$ cat src/rtl/and_unit_arbiter_if.sv
// Bundle of the requester-side and consumer-side signals of the shared
// AND-unit arbiter. The arbiter connects through the slave modport; the
// requesting logic and result consumer connect through the master modport.
interface and_unit_arbiter_if #(
    parameter int NUM_REQ = 4,
    parameter int WIDTH   = 4
);
    localparam int ID_W = (NUM_REQ > 2) ? $clog2(NUM_REQ) : 1;

    logic [NUM_REQ-1:0]       req_valid;
    logic [NUM_REQ-1:0]       req_ready;
    logic [NUM_REQ*WIDTH-1:0] req_a;
    logic [NUM_REQ*WIDTH-1:0] req_b;
    logic                     rsp_valid;
    logic                     rsp_ready;
    logic [WIDTH-1:0]         rsp_y;
    logic [ID_W-1:0]          rsp_id;
    logic                     busy;

    modport master (
        output req_valid,
        output req_a,
        output req_b,
        output rsp_ready,
        input  req_ready,
        input  rsp_valid,
        input  rsp_y,
        input  rsp_id,
        input  busy
    );

    modport slave (
        input  req_valid,
        input  req_a,
        input  req_b,
        input  rsp_ready,
        output req_ready,
        output rsp_valid,
        output rsp_y,
        output rsp_id,
        output busy
    );
endinterface

$ cat src/rtl/and_unit_arbiter.sv
// Round-robin arbiter that shares one WIDTH-bit bitwise-AND unit among
// NUM_REQ requesters. One transaction is in flight at a time:
//   IDLE : pick a winner starting at ptr, accept its operands
//   EXEC : compute a & b in the shared unit and register the result
//   RESP : hold the tagged result until the consumer takes it
// ptr advances to the slot after the served requester only when the
// response is consumed, so a continuously valid requester is served
// within NUM_REQ transactions.
module and_unit_arbiter #(
    parameter int NUM_REQ = 4,
    parameter int WIDTH   = 4
) (
    input  logic              clk,
    input  logic              rst_n,
    and_unit_arbiter_if.slave bus
);
    localparam int ID_W = (NUM_REQ > 2) ? $clog2(NUM_REQ) : 1;

    localparam logic [1:0] IDLE = 2'd0;
    localparam logic [1:0] EXEC = 2'd1;
    localparam logic [1:0] RESP = 2'd2;

    localparam logic [ID_W-1:0] LAST_ID = ID_W'(NUM_REQ - 1);

    logic [1:0]         state_r;
    logic [1:0]         state_nxt_s;
    logic [ID_W-1:0]    ptr_r;
    logic [ID_W-1:0]    id_r;
    logic [ID_W-1:0]    rsp_id_r;
    logic [WIDTH-1:0]   a_r;
    logic [WIDTH-1:0]   b_r;
    logic [WIDTH-1:0]   rsp_y_r;
    logic               rsp_valid_r;
    logic               busy_r;

    logic [ID_W-1:0]    winner_s;
    logic [ID_W-1:0]    cand_s;
    logic               found_s;
    logic [NUM_REQ-1:0] grant_s;
    logic [WIDTH-1:0]   sel_a_s;
    logic [WIDTH-1:0]   sel_b_s;
    logic               accept_s;
    logic               release_s;

    // Round-robin search: first valid requester at or after ptr, wrapping.
    always_comb begin
        winner_s = '0;
        found_s  = 1'b0;
        cand_s   = '0;
        for (int k = 0; k < NUM_REQ; k++) begin
            cand_s = ID_W'((int'(ptr_r) + k) % NUM_REQ);
            if (!found_s && bus.req_valid[cand_s]) begin
                winner_s = cand_s;
                found_s  = 1'b1;
            end else begin
                found_s  = found_s;
            end
        end
    end

    // Operand mux: pick the winner's slices out of the packed buses.
    always_comb begin
        sel_a_s = '0;
        sel_b_s = '0;
        for (int i = 0; i < NUM_REQ; i++) begin
            if (winner_s == ID_W'(i)) begin
                sel_a_s = bus.req_a[i*WIDTH +: WIDTH];
                sel_b_s = bus.req_b[i*WIDTH +: WIDTH];
            end else begin
                sel_a_s = sel_a_s;
            end
        end
    end

    // Grant is offered only while idle; one-hot on the winner, else zero.
    always_comb begin
        grant_s = '0;
        if ((state_r == IDLE) && found_s) begin
            grant_s[winner_s] = 1'b1;
        end else begin
            grant_s = '0;
        end
    end

    assign accept_s  = (state_r == IDLE) && found_s;
    assign release_s = (state_r == RESP) && bus.rsp_ready;

    // Next-state decode for the IDLE -> EXEC -> RESP -> IDLE sequence.
    always_comb begin
        state_nxt_s = state_r;
        case (state_r)
            IDLE: begin
                if (accept_s) begin
                    state_nxt_s = EXEC;
                end else begin
                    state_nxt_s = IDLE;
                end
            end
            EXEC: begin
                state_nxt_s = RESP;
            end
            RESP: begin
                if (bus.rsp_ready) begin
                    state_nxt_s = IDLE;
                end else begin
                    state_nxt_s = RESP;
                end
            end
            default: begin
                state_nxt_s = IDLE;
            end
        endcase
    end

    // State register.
    always_ff @(posedge clk or negedge rst_n) begin
        if (!rst_n) begin
            state_r <= IDLE;
        end else begin
            state_r <= state_nxt_s;
        end
    end

    // Capture the winner's operands and ID on the handshake edge.
    always_ff @(posedge clk or negedge rst_n) begin
        if (!rst_n) begin
            a_r  <= '0;
            b_r  <= '0;
            id_r <= '0;
        end else if (accept_s) begin
            a_r  <= sel_a_s;
            b_r  <= sel_b_s;
            id_r <= winner_s;
        end else begin
            a_r  <= a_r;
            b_r  <= b_r;
            id_r <= id_r;
        end
    end

    // Advance the round-robin pointer past the served requester on completion.
    always_ff @(posedge clk or negedge rst_n) begin
        if (!rst_n) begin
            ptr_r <= '0;
        end else if (release_s) begin
            ptr_r <= (id_r == LAST_ID) ? '0 : (id_r + ID_W'(1));
        end else begin
            ptr_r <= ptr_r;
        end
    end

    // Shared AND unit: result and tag are registered in EXEC and held in RESP.
    always_ff @(posedge clk or negedge rst_n) begin
        if (!rst_n) begin
            rsp_y_r  <= '0;
            rsp_id_r <= '0;
        end else if (state_r == EXEC) begin
            rsp_y_r  <= a_r & b_r;
            rsp_id_r <= id_r;
        end else begin
            rsp_y_r  <= rsp_y_r;
            rsp_id_r <= rsp_id_r;
        end
    end

    // Response valid: rises entering RESP, falls when the consumer accepts.
    always_ff @(posedge clk or negedge rst_n) begin
        if (!rst_n) begin
            rsp_valid_r <= 1'b0;
        end else if (state_r == EXEC) begin
            rsp_valid_r <= 1'b1;
        end else if (release_s) begin
            rsp_valid_r <= 1'b0;
        end else begin
            rsp_valid_r <= rsp_valid_r;
        end
    end

    // Busy flag mirrors "not IDLE" as a registered output.
    always_ff @(posedge clk or negedge rst_n) begin
        if (!rst_n) begin
            busy_r <= 1'b0;
        end else begin
            busy_r <= (state_nxt_s != IDLE);
        end
    end

    assign bus.req_ready = grant_s;
    assign bus.rsp_valid = rsp_valid_r;
    assign bus.rsp_y     = rsp_y_r;
    assign bus.rsp_id    = rsp_id_r;
    assign bus.busy      = busy_r;

endmodule

$ cat src/flat_wrapper.sv
// flat-port wrapper written by rule: the top's interface ports become plain ports
module and_unit_arbiter_flat 
#(
    parameter int NUM_REQ = 4,
    parameter int WIDTH   = 4
)
  (clk, rst_n, bus_req_valid, bus_req_a, bus_req_b, bus_rsp_ready, bus_req_ready, bus_rsp_valid, bus_rsp_y, bus_rsp_id, bus_busy);
  and_unit_arbiter_if #(.NUM_REQ(NUM_REQ), .WIDTH(WIDTH)) bus_i ();
  input  logic clk;
  input  logic rst_n;
  input wire logic [$bits(bus_i.req_valid)-1:0] bus_req_valid;
  input wire logic [$bits(bus_i.req_a)-1:0] bus_req_a;
  input wire logic [$bits(bus_i.req_b)-1:0] bus_req_b;
  input wire logic [$bits(bus_i.rsp_ready)-1:0] bus_rsp_ready;
  output wire logic [$bits(bus_i.req_ready)-1:0] bus_req_ready;
  output wire logic [$bits(bus_i.rsp_valid)-1:0] bus_rsp_valid;
  output wire logic [$bits(bus_i.rsp_y)-1:0] bus_rsp_y;
  output wire logic [$bits(bus_i.rsp_id)-1:0] bus_rsp_id;
  output wire logic [$bits(bus_i.busy)-1:0] bus_busy;
  assign bus_i.req_valid = bus_req_valid;
  assign bus_i.req_a = bus_req_a;
  assign bus_i.req_b = bus_req_b;
  assign bus_i.rsp_ready = bus_rsp_ready;
  assign bus_req_ready = bus_i.req_ready;
  assign bus_rsp_valid = bus_i.rsp_valid;
  assign bus_rsp_y = bus_i.rsp_y;
  assign bus_rsp_id = bus_i.rsp_id;
  assign bus_busy = bus_i.busy;
  and_unit_arbiter #(.NUM_REQ(NUM_REQ), .WIDTH(WIDTH)) u_core (.clk(clk), .rst_n(rst_n), .bus(bus_i));
endmodule
$ cat config.mk
export PLATFORM = sky130hd
export DESIGN_NAME = and_unit_arbiter_flat
export DESIGN_NICKNAME = d
export VERILOG_FILES = /design/src/rtl/and_unit_arbiter_if.sv /design/src/rtl/and_unit_arbiter.sv /design/src/flat_wrapper.sv
export SDC_FILE = /design/constraint.sdc
export NUM_CORES = 1
export LEC_CHECK = 0
export CORE_ASPECT_RATIO = 0.5
export CORE_MARGIN = 2
export CORE_UTILIZATION = 36
export CTS_BUF_LIST = sky130_fd_sc_hd__clkbuf_2 sky130_fd_sc_hd__clkbuf_4 sky130_fd_sc_hd__clkbuf_8
export DETAILED_ROUTE_END_ITERATION = 12
export GPL_TIMING_DRIVEN = 0
export MAX_ROUTING_LAYER = met4
export PLACE_DENSITY_LB_ADDON = 0.1
export SETUP_SLACK_MARGIN = 0.3
export SLEW_MARGIN = 20
export SYNTH_ARGS = -nofsm -noshare
export SYNTH_HDL_FRONTEND = slang
export SYNTH_SLANG_ARGS = --single-unit
export TNS_END_PERCENT = 5
$ cat constraint.sdc
create_clock -name clk -period 2.9 [get_ports clk]
set_input_delay 0.58 -clock clk [delete_from_list [all_inputs] [get_ports clk]]
set_output_delay 0.58 -clock clk [all_outputs]
set_load 0.03 [all_outputs]
# ---- Yosys cells after proc, flatten, opt, wreduce, memory -nomap -nowiden
# Index checks and enable logic that the tools add are counted.
dict set report op_classes {
  addsub 4
  order_cmp 6
  eq_ne 6
  muxes 33
  bitwise 1
  n_reduce_logical 13
}
# operator count
set ops {}
lappend ops {{$mux 4} 9}
lappend ops {{$lt 2x3->1 const B} 5}
lappend ops {{$mux 1} 12}
lappend ops {{$mux 2} 6}
lappend ops {{$bmux 1 s2} 4}
lappend ops {{$eq 2x2->1 const B} 4}
lappend ops {{$logic_and 1x1->1} 6}
lappend ops {{$pmux 2 s3} 1}
lappend ops {{$add 2x1->2 const B} 2}
lappend ops {{$add 2x2->2 const B} 2}
lappend ops {{$and 4x4->4} 1}
lappend ops {{$eq 2x1->1 const B} 2}
lappend ops {{$logic_not 2->1} 2}
lappend ops {{$reduce_bool 2->1} 2}
lappend ops {{$logic_not 1->1} 3}
lappend ops {{$demux 1 s2} 1}
lappend ops {{$ge 2x1->1 const B} 1}
dict set report word_totals {
  register_bits 22
  word_cells 72
}

# ---- Depth between registers and ports, before layout
# Gate-level depths: netlist (run 1).
dict set report depth {
  word_depth 17
  mapped_depth 7
  depth_no_buf 5
}

# ---- Worst setup path before layout (run 1)
# OpenSTA, ideal clock, no wires.
dict set report synth_timing {
  path_type {input to output}
  from {input bus_req_valid[2]}
  to {output bus_req_ready[1]}
  t_arrival_ps 1796
  required_time_ps 2320
  setup_slack_ps 524
  stages 6
  n_path_buf 1
  path_cell_list {nor2b_1 -> a21o_1 -> a211oi_1 -> nand2_1 -> clkbuf_1 -> nor2_1}
}
dict set report synth_between {
  elab_chain_cells 17
  word_cells_on_any_way 29
}
# element line
set synth_lines {}
lappend synth_lines {{from (decl)} flat_wrapper.sv:11} ;# input wire logic [$bits(bus_i.req_valid)-1:0] bus_req_valid;
lappend synth_lines {{$bmux 1 s2} and_unit_arbiter.sv:52} ;# if (!found_s && bus.req_valid[cand_s]) begin
lappend synth_lines {{$mux 1 (not written as such)} and_unit_arbiter.sv:52}
lappend synth_lines {{$mux 1} and_unit_arbiter.sv:52}
lappend synth_lines {{$logic_not 1->1} and_unit_arbiter.sv:52}
lappend synth_lines {{$logic_and 1x1->1} and_unit_arbiter.sv:52}
lappend synth_lines {{$mux 1} and_unit_arbiter.sv:52}
lappend synth_lines {{$logic_not 1->1} and_unit_arbiter.sv:52}
lappend synth_lines {{$logic_and 1x1->1} and_unit_arbiter.sv:52}
lappend synth_lines {{$mux 1} and_unit_arbiter.sv:52}
lappend synth_lines {{$logic_not 1->1} and_unit_arbiter.sv:52}
lappend synth_lines {{$logic_and 1x1->1} and_unit_arbiter.sv:52}
lappend synth_lines {{$mux 2} and_unit_arbiter.sv:52}
lappend synth_lines {{$lt 2x3->1 (not written as such) or $ge 2x1->1 (tied branches)} and_unit_arbiter.sv:79} ;# grant_s[winner_s] = 1'b1;
lappend synth_lines {{$logic_and 1x1->1 (not written as such)} and_unit_arbiter.sv:79}
lappend synth_lines {{$mux 1 (not written as such)} and_unit_arbiter.sv:79}
lappend synth_lines {{$demux 1 s2} n/a}
lappend synth_lines {{$mux 4 *} and_unit_arbiter.sv:78} ;# if ((state_r == IDLE) && found_s) begin
lappend synth_lines {{to (decl)} flat_wrapper.sv:15} ;# output wire logic [$bits(bus_i.req_ready)-1:0] bus_req_ready;
# Every way passes the cells marked *; elsewhere a longest branch is shown, timed or not. The select of a mux whose other input is x is not followed.

# ---- Final worst setup path (run 1)
dict set report layout_timing {
  from {input bus_req_valid[1]}
  to {output bus_req_ready[2]}
}
# Same word-level chain as after synthesis.

==> run_results.csv, run 1 <==
group,metric,value,unit
run_status,status,"complete, no violations",
route,drc,0,
synth,ys_async_sr_fraction,100,%
clock_network,cts_root_buffer,"clkbuf_8",
clock_network,clk_pin_slew,0.08,ns
synth,synth_compound_area_share,13.4,%
final_layout,diodes,0,
timing,fin_skew,0.00257,ns
placed_design,portBuffers,50,
die,initial_core_util,37.8,%
timing,setup_violations,0,
timing,fmax,397,MHz
synth,yosysTopAreaCell,"dfrtp_1",
final_layout,drive_above_1_share,13.6,%
synth,syn-num-nets,152,
synth,synth_top_family_by_area,"multiplexers",
synth,synth-xor-area-share,0,%
global_routing,antenna_found_initial,0,
clock_network,clockBufferDepth,2,
worst_setup_path,endpoint_kind,"output pin",
worst_setup_path,required,2.32,ns
clock_network,cts_tree,"built",
clock_network,cts_made_buffers,3,
synth,synth_edf_count,0,
placed_design,dpl_cell_area,1690,um2
placed_design,gp_congestion,0.668,
worst_setup_path,cp-start-kind,"input port",
route,drtIter0Drc,34,
die,die_w,83.6,um
synth,yosysSeqAreaShare,48.3,%
timing,post-route-period-util,86.9,%
synth,synth-simple-area-share,15.1,%
final_layout,design_area,1790,um2
clock_network,cts_sinks,22,
synth,yosysWarningCount,0,
global_routing,grt_max_degree,23,
timing,timing_hold_violations_final,0,
timing,drv_slew,0,
die,std_cell_rows,14,
synth,synth.avg_cell_area,10.2,um2
hold_path,hp-class,"in -> async",
final_layout,fill_cells,289,
global_routing,gr-usage-all-layers,16.3,%
power_and_ir_drop,power.density,960,nW/um2
timing,worstMarginPinSlew,0.492,ns
clock_network,cts.htree.levels,1,
synth,synth_ff_type,"dfrtp_1",
global_routing,overflow,0,
synth,ys_ff_latch,22,
synth,synth_area_leaders,"dfrtp_1 48%, mux2i_1 14%, nand2_1 7.2%",
flow_run,cap_violations,0,
route,vias,1005,
route,wl_per_cell,12.9,um
worst_setup_path,worstPathMaxFanout,10,
die,die-area,3660,um2
route,wl,2690,um
route,viasPerCell,4.81,
timing,finalCriticalPeriod,2.52,ns
worst_setup_path,worst-setup-path-type,"in -> out",
synth,synth_cell_types,24,
global_routing,grt_pass1_wl,4520,um
route,ant_nets,0,
worst_setup_path,critPathLaunch,"bus_req_valid[1]",
timing,relSlewSlack,67.2,%
die,num_io_pins,51,
synth,synth_top_area_share,48.3,%
clock_network,clock_latency,0.26,ns
synth,syn_area,1140,um2
worst_setup_path,critPathArrivalTime,1.94,ns
synth,yosys.area_share.adder,1.10,%
clock_network,cts_hold_buf,0,
power_and_ir_drop,p_leak,0.809,nW
die,coreArea,3010,um2
placed_design,hpwl,1950,um
route,first_pass_iters,4,
final_layout,area_growth,56.9,%
final_layout,fin_nets,210,
timing,rsz0062_at_grt,"false",
synth,synthCells,112,
timing,tns,0,ns
global_routing,grt_pass1_vias,1008,
power_and_ir_drop,vdd_ir_drop_max,0.000402,V
die,die_y,43.8,um
synth,muxShareOfSynthArea,17.0,%
worst_setup_path,rr_startpoint,"u_core.ptr_r[0]$_DFFE_PN0P_",
## sequential cells by signal, summed over array words and instances, names as in the netlist
| signal | count |
|---|---|
| u_core.b_r | 4 |
| u_core.id_r | 2 |
| u_core.bus.rsp_valid | 1 |
| u_core.a_r | 4 |
| u_core.state_r | 2 |
| u_core.bus.rsp_id | 2 |
| u_core.bus.busy | 1 |
| u_core.bus.rsp_y | 4 |
| u_core.ptr_r | 2 |
## where the power goes
group          switching, W  internal [W]
clock              0.000104      0.000184
sequential        0.0000910      0.000453
combinational      0.000461      0.000423
total              0.000655       0.00106
## cell families after synthesis
logic type | after synthesis
fa+ha+maj | 1
flops | 22
compound gates | 22
simple gates | 38
buf+inv | 10
mux | 19
## cell type report
class	count	area, um2	area share, %
Tap cell	40	50.0	2.80
Multi-Input combinational cell	80	544	30.4
Timing Repair Buffer	53	502	28.1
Sequential cell	22	551	30.8
Clock inverter	1	30.0	1.68
Inverter	4	15.0	0.840
Clock buffer	3	41.3	2.31
Buffer	6	55.1	3.08
## cell usage after synthesis (3+ instances only)
cell type  instances
mux2_2             3
nand2b_1           6
nor2_1             5
dfrtp_1           22
mux2i_1           16
o221ai_1           8
clkbuf_1           3
inv_1              4
a21oi_1            4
nand2_1           22
o21ai_0            6
## routing by layer
layer	global-route usage, %	vias to the layer above	wire length [um]
met4	2.90	0	13
li1	-	509	-
met3	4.76	5	149
met1	19.9	462	1220
met2	27.8	29	1300
met5	-	-	0
## placed cells by master, fill, tap and decap left out, drive strengths merged
| master | n |
|---|---|
| ha | 1 |
| o21ai | 6 |
| nor2b | 1 |
| mux2 | 3 |
| clkdlybuf4s50 | 41 |
| o32a | 1 |
| dfrtp | 22 |
| a211oi | 1 |
| nand3b | 1 |
| a21oi | 4 |
| nand2 | 22 |
| a21o | 1 |
| and2b | 1 |
| nand2b | 6 |
| bufinv | 1 |
| clkbuf | 7 |
| inv | 4 |
| nor2 | 5 |
| nor4 | 1 |
| o31ai | 1 |
| o221ai | 8 |
| buf | 11 |
| or3 | 1 |
| mux2i | 16 |
| clkdlybuf4s15 | 2 |
| dlygate4sd2 | 1 |
## what timing repair did
action / CTS / global route
resized for setup: 34 / 5
buffers inserted: 1 / 2
endpoints found under the setup margin: 4 / 4
pin swaps: 1 / 3
## final timing paths
kind                       cells after the start  slack (ns)                         endpoint
max                                            9        0.38                 bus_req_ready[2]
min in group clk                               2        0.48  u_core.bus.rsp_y[3]$_DFFE_PN0P_
max reg2reg                                    7        1.29        u_core.b_r[1]$_DFFE_PN0N_
max in group asynchronous                      1        2.30       u_core.id_r[1]$_DFFE_PN0N_
min reg2reg                                    2        0.48  u_core.bus.rsp_y[3]$_DFFE_PN0P_
min                                            1        0.27  u_core.bus.rsp_y[0]$_DFFE_PN0P_
## critical path, cell delays in order
cell and delay, ns:
dlygate4sd2_1 0.26, nand2b_4 0.15, a21oi_1 0.04, o32a_1 0.34, buf_6 0.13, buf_8 0.14
inv_1 0.08, nor2_1 0.05, buf_4 0.16
## through the flow
step / total power, W / worst slack, ns / util (%) / hold WS (ns) / cells
after global routing: 0.00184 / 0.313 / 59.3 / 0.300 / 209
after detailed placement: 0.00140 / -0.508 / 56.1 / 0.469 / 202
after global placement: 0.00138 / -0.526 / 56.1 / 0.464 / 202
after floorplan: 0.00110 / 0.524 / - / 0.284 / 112
final: 0.00172 / 0.381 / 59.3 / 0.267 / 209
after CTS: 0.00172 / 0.323 / 59.1 / 0.488 / 207
Power figures use the tool's default switching activity.
==> run 2: changes to the inputs <==
==> constraint.sdc (replaced) <==
create_clock -name clk -period 3.2 [get_ports clk]
set_input_delay 0.64 -clock clk [delete_from_list [all_inputs] [get_ports clk]]
set_output_delay 0.64 -clock clk [all_outputs]
set_load 0.03 [all_outputs]
==> run 2 against run 1 <==
Critical path depth shrank 1. Design area shrank 0.70%. Sequential power shrank 9.6%. First-iteration DRC count grew 24%. Combinational power shrank 11%. Hold slack gained 0.061 ns. Total power shrank 10%. Clock-buffer cell count is the same. Final cell count shrank 0.96%. Clock skew grew 0.0027 ns. Critical path type unchanged.
==> run_results.csv, run 2 (same netlist as run 1, synthesis figures left out) <==
group,metric,value,unit
timing,fin_skew,0.00524,ns
power_and_ir_drop,power.density,866,nW/um2
timing,tns,0,ns
global_routing,grt-busiest-layer,"met2",
worst_setup_path,endpoint_kind,"output pin",
clock_network,cts_sinks,22,
clock_network,cts.htree.levels,1,
flow_run,cap_violations,0,
worst_setup_path,cp-start-kind,"input port",
final_layout,design_area,1780,um2
die,die_w,83.6,um
run_status,status,"complete, no violations",
route,viasPerCell,4.79,
global_routing,overflow,0,
clock_network,cts_made_buffers,3,
timing,worstMarginPinSlew,0.489,ns
power_and_ir_drop,vdd_ir_drop_max,0.000366,V
final_layout,final_util,58.9,%
worst_setup_path,rr_startpoint,"u_core.ptr_r[0]$_DFFE_PN0P_",
route,drc,0,
die,initial_core_util,37.8,%
final_layout,fin_nets,208,
worst_setup_path,worstRegToRegCells,7,
global_routing,met1_usage,19.9,%
global_routing,grt_pass1_wl,4520,um
final_layout,drive_above_1_share,11.4,%
placed_design,dpl_cell_area,1690,um2
placed_design,gp_congestion,0.668,
timing,timing_hold_violations_final,0,
clock_network,clockBufferDepth,2,
global_routing,antenna_found_initial,0,
die,coreArea,3010,um2
hold_path,hp-class,"in -> async",
worst_setup_path,worstPathMaxFanout,10,
placed_design,hpwl,1950,um
worst_setup_path,r2r_end,"u_core.b_r[3]$_DFFE_PN0N_",
timing,post-route-period-util,84.4,%
worst_setup_path,required,2.56,ns
placed_design,portBuffers,50,
timing,finalCriticalPeriod,2.70,ns
global_routing,met3_usage,4.76,%
die,std_cell_rows,14,
final_layout,diodes,0,
timing,drv_slew,0,
final_layout,final_common_cell,"clkdlybuf4s50_1",
clock_network,cts_tree,"built",
clock_network,clock_latency,0.27,ns
route,drtIter0Drc,42,
timing,rsz0062_at_grt,"false",
route,wl_per_cell,12.9,um
worst_setup_path,worst-setup-path-type,"in -> out",
timing,relSlewSlack,67.4,%
clock_network,clk_pin_slew,0.08,ns
timing,fin_ws,0.498,ns
placed_design,dp_slack,-0.328,ns
route,first_pass_iters,4,
die,num_io_pins,51,
worst_setup_path,critPathArrivalTime,2.06,ns
die,die_y,43.8,um
worst_setup_path,rrSetupSlack,1.58,ns
clock_network,cts_hold_buf,0,
global_routing,grt_pass1_vias,1008,
timing,fmax,370,MHz
timing,setup_violations,0,
clock_network,cts_root_buffer,"clkbuf_8",
worst_setup_path,critPathLaunch,"bus_req_valid[2]",
die,die-area,3660,um2
route,vias,991,
final_layout,fill_cells,289,
global_routing,grt_max_degree,23,
final_layout,area_growth,55.8,%
global_routing,gr-usage-all-layers,16.3,%
final_layout,final_cell_mix,"41 x clkdlybuf4s50_1, 22 x nand2_1, 22 x dfrtp_1",
route,wl,2670,um
route,ant_nets,0,
power_and_ir_drop,p_leak,0.811,nW
global_routing,met2_usage,27.8,%
-- run 2: cell count changes in the layout (fill, tap and decap cells not counted), sizes merged --
cell | previous run | this run
buf | 11 | 9
clkbuf | 7 | 6
clkdlybuf4s15 | 2 | 0
dlygate4sd2 | 1 | 3
dlymetal6s2s | 0 | 1
-- run 2: report_power, final --
group / leakage (nW) / switching, W / internal (W) / total, W
sequential: 0.274 / 0.0000818 / 0.000410 / 0.000492
combinational: 0.501 / 0.000415 / 0.000368 / 0.000783
clock: 0.0357 / 0.0000947 / 0.000167 / 0.000262
-- run 2: layer usage --
layer	part of all wire [%]	up-vias
met5	0	-
met4	0.49	0
met3	5.6	5
met2	49	29
met1	45	453
li1	-	504
-- run 2: stage by stage --
step,power [W],hold slack (ns),cells
finish,0.00154,0.327,207
global route,0.00165,0.360,207
CTS,0.00156,0.488,207
detailed placement,0.00127,0.469,202
global placement,0.00125,0.464,202
floorplan,0.000994,0.344,112
-- run 2: cell type report --
type	count	area [um2]	area share, %
Sequential cell	22	551	31.0
Inverter	4	15.0	0.846
Multi-Input combinational cell	80	544	30.7
Tap cell	40	50.0	2.82
Clock buffer	3	41.3	2.33
Clock inverter	1	30.0	1.69
Buffer	6	55.1	3.10
Timing Repair Buffer	51	489	27.6
-- run 2: worst max path at each step --
stage,end,slack [ns],depth (start not counted)
2_1_floorplan,bus_req_ready[1],0.70,6
6_report,bus_req_ready[1],0.50,8
5_1_grt,bus_req_ready[3],0.38,9
3_3_place_gp,bus_req_ready[3],-0.35,8
3_5_place_dp,bus_req_ready[1],-0.33,8
4_1_cts,bus_req_ready[0],0.30,8
-- run 2: critical path, stage by stage --
cell and delay (ns):
dlygate4sd2_1 0.28, nor2b_1 0.16, a21o_1 0.16, a211oi_2 0.26, nand2_1 0.12, clkbuf_8 0.18, nor2_1 0.09, buf_4 0.16
-- run 2: timing repair --
item | in CTS | in global routing
cloned | 0 | 0
resized for setup | 32 | 1
pin swaps | 1 | 0
endpoints found under the setup margin | 4 | 4
hold endpoints to repair | 0 | 0
buffers inserted | 1 | 0
==> run 3: changes to the inputs <==
==> constraint.sdc (replaced) <==
create_clock -name clk -period 2.5 [get_ports clk]
set_input_delay 0.5 -clock clk [delete_from_list [all_inputs] [get_ports clk]]
set_output_delay 0.5 -clock clk [all_outputs]
set_load 0.03 [all_outputs]
==> run 3 against run 2 <==
Register-to-register slack got worse by 1.3 ns. Sequential cell count unchanged. First-iteration DRC count decreased by 36%. Setup slack got worse by 0.24 ns. Critical path depth unchanged. Critical path type is now reg -> out. Critical endpoint is now bus_req_ready[0].
==> run_results.csv, run 3 (same netlist as run 1, synthesis figures left out) <==
group,metric,value,unit
route,wl_per_cell,13.0,um
placed_design,gp_congestion,0.668,
timing,relSlewSlack,66.9,%
clock_network,cts_hold_buf,0,
final_layout,final_common_cell,"clkdlybuf4s50_1",
power_and_ir_drop,power.density,1150,nW/um2
worst_setup_path,critPathArrivalTime,1.74,ns
worst_setup_path,worst-path-buf-inv,3,
global_routing,gr-usage-all-layers,17.6,%
worst_setup_path,critPathTopFamily,"compound AO/OA/AOI/OAI gates",
timing,timing_hold_violations_final,0,
clock_network,cts_root_buffer,"clkbuf_8",
clock_network,clockBufferDepth,2,
timing,fin_skew,0.00841,ns
die,initial_core_util,37.8,%
clock_network,clock_latency,0.27,ns
run_status,status,"complete, no violations",
route,first_pass_iters,4,
global_routing,overflow,0,
placed_design,hpwl,1950,um
worst_setup_path,worstRegToRegCells,13,
timing,whs,0.182,ns
clock_network,cts.htree.levels,1,
global_routing,grt_pass1_wl,4800,um
placed_design,dp_cells,202,
timing,fmax,447,MHz
clock_network,cts_tree,"built",
hold_path,hp-class,"in -> async",
clock_network,clk_pin_slew,0.09,ns
worst_setup_path,rrSetupSlack,0.30,ns
route,vias,1039,
worst_setup_path,endpoint_kind,"output pin",
worst_setup_path,cp_cell_sequence,"buf_6 -> nor2b_2 -> a21o_1 -> a211oi_2 -> nand2b_1 -> buf_6 -> nor2_1 -> buf_4",
final_layout,diodes,0,
timing,post-route-period-util,89.6,%
worst_setup_path,cpMaxStageDelayCell,"dfrtp_1",
clock_network,cts_sinks,22,
global_routing,antenna_found_initial,0,
worst_setup_path,worst-setup-path-type,"reg -> out",
clock_network,cts_made_buffers,3,
final_layout,final_util,63.3,%
worst_setup_path,cp.depth,8,
die,die_w,83.6,um
timing,rsz0062_at_grt,"true",
worst_setup_path,crit_path_frequent_cell,"buf_6",
worst_setup_path,slowest_delay,0.39,ns
global_routing,grt_max_degree,23,
timing,drv_slew,0,
final_layout,fin_nets,222,
final_layout,final_cell_mix,"41 x clkdlybuf4s50_1, 22 x dfrtp_1, 21 x nand2_1",
worst_setup_path,cp-start-kind,"register",
timing,finalCriticalPeriod,2.24,ns
worst_setup_path,r2r_end,"u_core.b_r[2]$_DFFE_PN0N_",
placed_design,portBuffers,50,
final_layout,final_cells,221,
global_routing,grt_pass1_vias,1043,
route,drtIter0Drc,27,
final_layout,design_area,1910,um2
worst_setup_path,required,2.00,ns
route,ant_nets,0,
die,die-area,3660,um2
die,std_cell_rows,14,
placed_design,dpl_cell_area,1690,um2
timing,setup_violations,0,
power_and_ir_drop,vdd_ir_drop_max,0.000528,V
die,die_y,43.8,um
worst_setup_path,worstPathMaxFanout,4,
final_layout,area_growth,67.4,%
die,num_io_pins,51,
worst_setup_path,rr_startpoint,"u_core.ptr_r[0]$_DFFE_PN0P_",
final_layout,drive_above_1_share,24.3,%
timing,worstMarginPinSlew,0.497,ns
timing,tns,0,ns
die,coreArea,3010,um2
power_and_ir_drop,p_leak,0.871,nW
route,drc,0,
route,viasPerCell,4.70,
route,wl,2880,um
flow_run,cap_violations,0,
-- run 3: cell count changes in the layout (fill, tap and decap cells not counted), sizes merged --
cell / delta
dlygate4sd2: -3
clkbuf: -1
buf: +19
dlymetal6s2s: -1
-- run 3: stage by stage --
| stage | setup slack [ns] | total power [W] |
|---|---|---|
| 2_1_floorplan | 0.284 | 0.00127 |
| 3_3_place_gp | -0.766 | 0.00160 |
| 3_5_place_dp | -0.748 | 0.00162 |
| 4_1_cts | 0.314 | 0.00215 |
| 5_1_grt | 0.193 | 0.00234 |
| 6_report | 0.261 | 0.00219 |
-- run 3: worst max path at each step --
| stage | endpoint | start | slack (ns) |
|---|---|---|---|
| floorplan | bus_req_ready[1] | bus_req_valid[2] | 0.28 |
| global placement | bus_req_ready[3] | bus_req_valid[2] | -0.77 |
| detailed placement | bus_req_ready[1] | bus_req_valid[0] | -0.75 |
| CTS | bus_req_ready[1] | u_core.ptr_r[0]$_DFFE_PN0P_ | 0.31 |
| global route | bus_req_ready[0] | u_core.ptr_r[0]$_DFFE_PN0P_ | 0.19 |
| finish | bus_req_ready[0] | u_core.ptr_r[0]$_DFFE_PN0P_ | 0.26 |
-- run 3: routing by layer --
layer  GRT usage, %  vias to the layer above  part of all wire (%)
li1               -                      533                     -
met1           21.6                      472                    45
met2           29.4                       29                    49
met3           5.33                        5                   5.4
met4           3.87                        0                  0.73
met5              -                        -                     0
-- run 3: power breakdown --
| part | switching [W] | internal, W | leakage, nW |
|---|---|---|---|
| clock network | 0.000128 | 0.000214 | 0.0357 |
| logic | 0.000597 | 0.000621 | 0.561 |
| registers | 0.000107 | 0.000525 | 0.274 |
-- run 3: what timing repair did --
item / CTS / global route
resized for setup: 52 / 8
hold endpoints to repair: 0 / 0
setup endpoints to repair: 4 / 5
pin swaps: 4 / 2
gates cloned: 0 / 0
setup buffers: 14 / 1
-- run 3: cell type report --
type | count | area [um2]
Tap cell | 40 | 50.0
Sequential cell | 22 | 551
Buffer | 6 | 60.1
Fill cell | 266 | 1100
Multi-Input combinational cell | 80 | 572
Timing Repair Buffer | 65 | 589
Inverter | 4 | 15.0
Clock inverter | 1 | 30.0
Clock buffer | 3 | 41.3
-- run 3: worst reg2reg max path, cell delays in order, from the launching register on --
cell and delay, ns:
dfrtp_1 0.39, buf_6 0.11, nor2b_2 0.03, a21o_1 0.16, a211oi_2 0.29, nand2_2 0.12, buf_4 0.14, buf_4 0.12
buf_4 0.12, buf_4 0.12, buf_4 0.12, buf_4 0.12, buf_4 0.11, o221ai_1 0.17
